### src/rtl/multicycle_ctrl_if.sv
// Signal bundle between the multicycle controller and the KGP-RISC
// datapath / memory: decoded IR fields and status in, enables and selects out.
interface multicycle_ctrl_if #(
   parameter int CNT_W = 16
);
   logic [5:0]       opcode;
   logic [4:0]       funct;
   logic             mem_ready;
   logic             branch_cond;
   logic             memRead;
   logic             memWrite;
   logic             irWrite;
   logic             pcWrite;
   logic             pcSrc;
   logic             regWrite;
   logic             memToReg;
   logic             aluSrcB;
   logic             ALUOp;
   logic [4:0]       funcCode;
   logic [2:0]       state;
   logic             halted;
   logic             fault;
   logic             illegal;
   logic [CNT_W-1:0] instCount;

   modport master (
      input  opcode, funct, mem_ready, branch_cond,
      output memRead, memWrite, irWrite, pcWrite, pcSrc,
      output regWrite, memToReg, aluSrcB, ALUOp, funcCode,
      output state, halted, fault, illegal, instCount
   );

   modport slave (
      output opcode, funct, mem_ready, branch_cond,
      input  memRead, memWrite, irWrite, pcWrite, pcSrc,
      input  regWrite, memToReg, aluSrcB, ALUOp, funcCode,
      input  state, halted, fault, illegal, instCount
   );
endinterface

### src/rtl/multicycle_ctrl.sv
// KGP-RISC multi-cycle main controller: FETCH/DECODE/EXEC/MEM/WB sequencing,
// memory wait timeout, sticky fault/illegal flags and retired-instruction count.
module multicycle_ctrl #(
   parameter int MEM_TIMEOUT = 15,
   parameter int CNT_W       = 16
) (
   input logic         clk,
   input logic         reset,
   multicycle_ctrl_if.master bus
);

   typedef enum logic [2:0] {
      FETCH  = 3'd0,
      DECODE = 3'd1,
      EXEC   = 3'd2,
      MEM    = 3'd3,
      WB     = 3'd4,
      HALT   = 3'd5
   } state_t;

   localparam logic [5:0] OP_R    = 6'd0;
   localparam logic [5:0] OP_I    = 6'd1;
   localparam logic [5:0] OP_LW   = 6'd2;
   localparam logic [5:0] OP_SW   = 6'd3;
   localparam logic [5:0] OP_BR   = 6'd4;
   localparam logic [5:0] OP_HALT = 6'd5;
   localparam logic [7:0] TMO     = 8'(MEM_TIMEOUT);

   state_t           st;
   logic [5:0]       op_q;
   logic [4:0]       fn_q;
   logic [7:0]       wait_q;
   logic [CNT_W-1:0] cnt_q;
   logic             fault_q;
   logic             illegal_q;

   logic       mem_read;
   logic       mem_write;
   logic       ir_write;
   logic       pc_write;
   logic       pc_src;
   logic       reg_write;
   logic       mem_to_reg;
   logic       alu_src_b;
   logic       alu_op;
   logic [4:0] func_code;

   always_ff @(posedge clk) begin
      if (reset) begin
         st        <= FETCH;
         op_q      <= '0;
         fn_q      <= '0;
         wait_q    <= '0;
         cnt_q     <= '0;
         fault_q   <= 1'b0;
         illegal_q <= 1'b0;
      end else begin
         // Outside the two waiting states the counter idles at zero, so
         // every entry into FETCH or MEM starts a fresh timeout window.
         if (st != FETCH && st != MEM)
            wait_q <= '0;
         case (st)
            FETCH, MEM: begin
               if (bus.mem_ready) begin
                  wait_q <= '0;
                  if (st == FETCH) begin
                     st <= DECODE;
                  end else if (op_q == OP_LW) begin
                     st <= WB;
                  end else begin
                     st    <= FETCH;
                     cnt_q <= cnt_q + CNT_W'(1);
                  end
               end else if (wait_q >= TMO) begin
                  st      <= HALT;
                  fault_q <= 1'b1;
               end else begin
                  wait_q <= wait_q + 8'd1;
               end
            end
            DECODE: begin
               if (bus.opcode <= OP_BR) begin
                  st   <= EXEC;
                  op_q <= bus.opcode;
                  fn_q <= bus.funct;
               end else if (bus.opcode == OP_HALT) begin
                  st <= HALT;
               end else begin
                  st        <= HALT;
                  illegal_q <= 1'b1;
               end
            end
            EXEC: begin
               case (op_q)
                  OP_LW, OP_SW: st <= MEM;
                  OP_BR: begin
                     st    <= FETCH;
                     cnt_q <= cnt_q + CNT_W'(1);
                  end
                  default: st <= WB;
               endcase
            end
            WB: begin
               st    <= FETCH;
               cnt_q <= cnt_q + CNT_W'(1);
            end
            HALT: st <= HALT;
            default: begin
               st        <= HALT;
               illegal_q <= 1'b1;
            end
         endcase
      end
   end

   always_comb begin
      mem_read   = 1'b0;
      mem_write  = 1'b0;
      ir_write   = 1'b0;
      pc_write   = 1'b0;
      pc_src     = 1'b0;
      reg_write  = 1'b0;
      mem_to_reg = 1'b0;
      alu_src_b  = 1'b0;
      alu_op     = 1'b0;
      func_code  = '0;
      case (st)
         FETCH: begin
            mem_read = 1'b1;
            ir_write = bus.mem_ready;
            pc_write = bus.mem_ready;
         end
         EXEC: begin
            case (op_q)
               OP_R: begin
                  alu_op    = 1'b1;
                  func_code = fn_q;
               end
               OP_I: begin
                  alu_op    = 1'b1;
                  func_code = fn_q;
                  alu_src_b = 1'b1;
               end
               OP_LW, OP_SW: alu_src_b = 1'b1;
               OP_BR: begin
                  pc_src   = 1'b1;
                  pc_write = bus.branch_cond;
               end
               default: ;
            endcase
         end
         MEM: begin
            mem_read  = (op_q == OP_LW);
            mem_write = (op_q == OP_SW);
         end
         WB: begin
            reg_write  = 1'b1;
            mem_to_reg = (op_q == OP_LW);
         end
         default: ;
      endcase
      // State-changing writes must never escape while reset is held.
      if (reset) begin
         pc_write  = 1'b0;
         ir_write  = 1'b0;
         reg_write = 1'b0;
         mem_write = 1'b0;
      end
   end

   assign bus.memRead   = mem_read;
   assign bus.memWrite  = mem_write;
   assign bus.irWrite   = ir_write;
   assign bus.pcWrite   = pc_write;
   assign bus.pcSrc     = pc_src;
   assign bus.regWrite  = reg_write;
   assign bus.memToReg  = mem_to_reg;
   assign bus.aluSrcB   = alu_src_b;
   assign bus.ALUOp     = alu_op;
   assign bus.funcCode  = func_code;
   assign bus.state     = st;
   assign bus.halted    = (st == HALT);
   assign bus.fault     = fault_q;
   assign bus.illegal   = illegal_q;
   assign bus.instCount = cnt_q;

endmodule

### src/flat_wrapper.sv
// flat-port wrapper written by rule: the top's interface ports become plain ports
module multicycle_ctrl_flat 
#(
   parameter int MEM_TIMEOUT = 15,
   parameter int CNT_W       = 16
)
  (clk, reset, bus_opcode, bus_funct, bus_mem_ready, bus_branch_cond, bus_memRead, bus_memWrite, bus_irWrite, bus_pcWrite, bus_pcSrc, bus_regWrite, bus_memToReg, bus_aluSrcB, bus_ALUOp, bus_funcCode, bus_state, bus_halted, bus_fault, bus_illegal, bus_instCount);
  multicycle_ctrl_if #(.CNT_W(CNT_W)) bus_i ();
  input logic clk;
  input logic reset;
  input wire logic [$bits(bus_i.opcode)-1:0] bus_opcode;
  input wire logic [$bits(bus_i.funct)-1:0] bus_funct;
  input wire logic [$bits(bus_i.mem_ready)-1:0] bus_mem_ready;
  input wire logic [$bits(bus_i.branch_cond)-1:0] bus_branch_cond;
  output wire logic [$bits(bus_i.memRead)-1:0] bus_memRead;
  output wire logic [$bits(bus_i.memWrite)-1:0] bus_memWrite;
  output wire logic [$bits(bus_i.irWrite)-1:0] bus_irWrite;
  output wire logic [$bits(bus_i.pcWrite)-1:0] bus_pcWrite;
  output wire logic [$bits(bus_i.pcSrc)-1:0] bus_pcSrc;
  output wire logic [$bits(bus_i.regWrite)-1:0] bus_regWrite;
  output wire logic [$bits(bus_i.memToReg)-1:0] bus_memToReg;
  output wire logic [$bits(bus_i.aluSrcB)-1:0] bus_aluSrcB;
  output wire logic [$bits(bus_i.ALUOp)-1:0] bus_ALUOp;
  output wire logic [$bits(bus_i.funcCode)-1:0] bus_funcCode;
  output wire logic [$bits(bus_i.state)-1:0] bus_state;
  output wire logic [$bits(bus_i.halted)-1:0] bus_halted;
  output wire logic [$bits(bus_i.fault)-1:0] bus_fault;
  output wire logic [$bits(bus_i.illegal)-1:0] bus_illegal;
  output wire logic [$bits(bus_i.instCount)-1:0] bus_instCount;
  assign bus_i.opcode = bus_opcode;
  assign bus_i.funct = bus_funct;
  assign bus_i.mem_ready = bus_mem_ready;
  assign bus_i.branch_cond = bus_branch_cond;
  assign bus_memRead = bus_i.memRead;
  assign bus_memWrite = bus_i.memWrite;
  assign bus_irWrite = bus_i.irWrite;
  assign bus_pcWrite = bus_i.pcWrite;
  assign bus_pcSrc = bus_i.pcSrc;
  assign bus_regWrite = bus_i.regWrite;
  assign bus_memToReg = bus_i.memToReg;
  assign bus_aluSrcB = bus_i.aluSrcB;
  assign bus_ALUOp = bus_i.ALUOp;
  assign bus_funcCode = bus_i.funcCode;
  assign bus_state = bus_i.state;
  assign bus_halted = bus_i.halted;
  assign bus_fault = bus_i.fault;
  assign bus_illegal = bus_i.illegal;
  assign bus_instCount = bus_i.instCount;
  multicycle_ctrl #(.MEM_TIMEOUT(MEM_TIMEOUT), .CNT_W(CNT_W)) u_core (.clk(clk), .reset(reset), .bus(bus_i));
endmodule
### config.mk
export PLATFORM = sky130hd
export DESIGN_NAME = multicycle_ctrl_flat
export DESIGN_NICKNAME = d
export VERILOG_FILES = /design/src/rtl/multicycle_ctrl_if.sv /design/src/rtl/multicycle_ctrl.sv /design/src/flat_wrapper.sv
export SDC_FILE = /design/constraint.sdc
export NUM_CORES = 1
export LEC_CHECK = 0
export CORE_MARGIN = 2
export CORE_UTILIZATION = 40
export CTS_BUF_LIST = sky130_fd_sc_hd__clkbuf_8 sky130_fd_sc_hd__clkbuf_16
export DETAILED_ROUTE_END_ITERATION = 8
export PLACE_DENSITY = 0.64
export SETUP_SLACK_MARGIN = 0.02
export SYNTH_ARGS = -nofsm -noshare
export SYNTH_HDL_FRONTEND = slang
export SYNTH_SLANG_ARGS = --single-unit
### constraint.sdc
create_clock -name clk -period 5.75 [get_ports clk]
set_clock_uncertainty 0.1 [all_clocks]
set_input_delay 0.575 -clock clk [delete_from_list [all_inputs] [get_ports clk]]
set_output_delay 0.575 -clock clk [all_outputs]
set_load 0.05 [all_outputs]
==> flow_summary.json <==
{
  "ir_worst_vdd_mv": 0.152,
  "synthTopCellsByArea": "dfxtp_1 38%, nand2_1 5.0%, nor2_1 4.5%, and2_1 3.9%, a21oi_1 3.8%",
  "hpwl_um": 3500,
  "status": "finished clean",
  "setup_violations": 0,
  "dpl_cell_area_um2": 2620,
  "ys_seq_area_frac": 0.384,
  "cts_hold_buf": 0,
  "timing.fmax_ghz": 0.269,
  "synthesis.nets": 270,
  "worstSetupStartpointType": "flip-flop",
  "cts_tree": "yes",
  "cts_sinks": 40,
  "syn-instance-count": 253,
  "drive_above_1_share": 0.0963,
  "finalSetupTns_ns": 0,
  "post-cts-setup-buffers": 0,
  "layout.nets": 317,
  "synthFlopType": "dfxtp_1",
  "die-area_um2": 5800,
  "power_density_nw_per_um2": 224,
  "drc_errors": 0,
  "die_w_um": 76.2,
  "crit_family": "simple AND/OR/NAND/NOR gates",
  "rsz0062_at_grt": "false",
  "num_rows": 26,
  "fin_crit_ns": 3.72,
  "grt_overflow_total": 0,
  "vias_per_cell": 5.17,
  "crit_top_cell": "nor4_1",
  "start_util": 0.411,
  "io_buffers": 50,
  "cts_resized": 0,
  "root_buffer": "clkbuf_8",
  "tightest_slew_ns": 0.804,
  "htreeDepth": 2,
  "clkLatencyLatePin_ns": 0.29,
  "hp-class": "flip-flop to flip-flop",
  "drv_cap": 0,
  "synth_cell_type_count": 52,
  "critical_path_arrival_ns": 3.04,
  "timing.hold.ws_ns": 0.351,
  "cp_cell_sequence": "nor3b_1 > nand2_1 > nor4_1 > a21oi_1 > nor4_1 > clkdlybuf4s50_1",
  "synthArstFlopShare": 0,
  "grt_pass1_vias": 1771,
  "vias": 1918,
  "endpoint_kind": "primary output",
  "place_congestion": 0.814,
  "die_h_um": 76.2,
  "n_fill_cell": 529,
  "critical_path_class": "flip-flop to primary output",
  "stdcell_area_um2": 2730,
  "hold_viol": 0,
  "areaGrowthSynthToFinish_pct": 30.9,
  "syn_area_um2": 2080,
  "critPathBufInv": 1,
  "clock_path_buffers": 2,
  "firstDrtPassIters": 4,
  "utilization": 0.537,
  "yosys.area.top_type_share": 0.384,
  "wl_per_cell_um": 13.0,
  "numCtsBuffers": 5,
  "synth_edf_count": 0,
  "synth_seq_cells": 40,
  "critical_path.max_fanout": 17,
  "drtIter0Drc": 108,
  "ys_warn_count": 0,
  "synth_largest_area_cell": "dfxtp_1",
  "gr-usage-all-layers": 0.172,
  "grt_first_pass_wirelength_um": 8290,
  "avgSynthCellArea_um2": 8.23,
  "crit_path_top_delay_cell": "clkdlybuf4s50_1",
  "period_share": 0.646,
  "ios": 51,
  "worstPathRequired_ns": 5.08,
  "core_area_um2": 5070,
  "grt_max_degree": 21,
  "ant_nets": 0,
  "leakage_nw": 0.901,
  "insertedDiodeCount": 0,
  "max_slew_margin": 0.462,
  "clkTransAtPathRegs_ns": 0.08,
  "antenna_found_initial": 0,
  "wl_um": 4830,
  "finalMaxSlewViolations": 0,
  "cpPeakStageDelay_ns": 0.86
}
flip-flops by register name, indices dropped and copies added (netlist names):
name	flops
u_core.fn_q	5
u_core.bus.fault	1
u_core.op_q	6
u_core.bus.instCount	16
u_core.wait_q	8
u_core.bus.state	3
u_core.bus.illegal	1
layout make-up:
class / instances / area [µm²] / share of cell area
inverters: 10 / 37.5 / 0.0138
well taps: 70 / 87.6 / 0.0321
clock buffers: 5 / 68.8 / 0.0252
clock inverters: 3 / 42.5 / 0.0156
repair buffers: 51 / 508 / 0.186
flip-flops and latches: 40 / 801 / 0.294
multi-input cells: 192 / 1180 / 0.433
routing by layer:
layer	wire, µm	GRT usage	vias to the layer above
met2	2200	0.271	35
li1	-	-	999
met5	0	0	-
met1	2420	0.237	882
met4	18	0.0382	0
met3	186	0.0462	2
worst paths after layout:
path / start / endpoint / slack, ns / cells after the start
hold / removal: u_core.fn_q[0] / u_core.fn_q[0] / 0.35 / 2
setup / recovery: u_core.bus.state[1] / bus_pcWrite / 2.03 / 6
setup reg to reg: u_core.bus.state[1] / u_core.bus.instCount[15] / 3.40 / 5
hold reg to reg: u_core.fn_q[0] / u_core.fn_q[0] / 0.35 / 2
stage by stage:
step                      std cells  worst slack [ns]  total power [mW]
after floorplan                 253             0.665             0.356
after global routing            371              1.82             0.640
final                           371              2.03             0.610
after CTS                       371              2.04             0.618
after global placement          363              2.31             0.390
after detailed placement        363              2.27             0.390
synth_stat cells, drive strengths merged (3+ instances only):
cell,count
o31ai,4
or3,12
and3,4
nor4,6
a21oi,23
nand4,5
and2,13
xnor2,3
nand2,28
buf,5
nor2,25
o21ai,17
clkbuf,6
inv,10
nor3,4
nand2b,5
nand3,6
dfxtp,40
nor2b,3
cell usage in the layout (no fill, tap or decap), types with 3 or more instances in the layout:
| master | Yosys | layout |
|---|---|---|
| nor2b_1 | 3 | 3 |
| o21ai_1 | 7 | 7 |
| and2_1 | 13 | 13 |
| inv_1 | 10 | 10 |
| nand4_1 | 5 | 5 |
| dfxtp_1 | 40 | 40 |
| o21ai_2 | 4 | 4 |
| o31ai_2 | 3 | 3 |
| o21ai_0 | 6 | 6 |
| and3_1 | 4 | 4 |
| xnor2_1 | 3 | 3 |
| clkdlybuf4s50_1 | 0 | 50 |
| nand2_1 | 28 | 28 |
| nand2b_1 | 5 | 5 |
| nor4_1 | 6 | 6 |
| nor3_1 | 4 | 4 |
| clkbuf_8 | 0 | 5 |
| a21oi_1 | 16 | 16 |
| nand3_1 | 6 | 6 |
| a21oi_2 | 7 | 7 |
| nor2_1 | 25 | 25 |
| or3_1 | 12 | 12 |
cell families after synthesis:
| group | after synthesis | synth area share |
|---|---|---|
| xor+xnor | 5 | 0.0210 |
| mux | 2 | 0.00961 |
| compound gates | 61 | 0.214 |
| buf+inv | 21 | 0.0480 |
| fa+ha+maj | 2 | 0.0120 |
| flops | 40 | 0.384 |
| simple gates | 122 | 0.311 |
power breakdown:
part           switching [mW]  total (mW)  internal (mW)
clock network          0.0982       0.227          0.128
logic                  0.0543      0.0898         0.0354
registers              0.0117       0.294          0.282
worst reg2reg max path, delay by kind of cell, from the launching register on:
family             cells  cell delay, ns
DFF                    1            0.66
and+or+nand+nor        2            0.79
AOI/OAI and AO/OA      3            0.74
(Power assumes the default switching activity.)
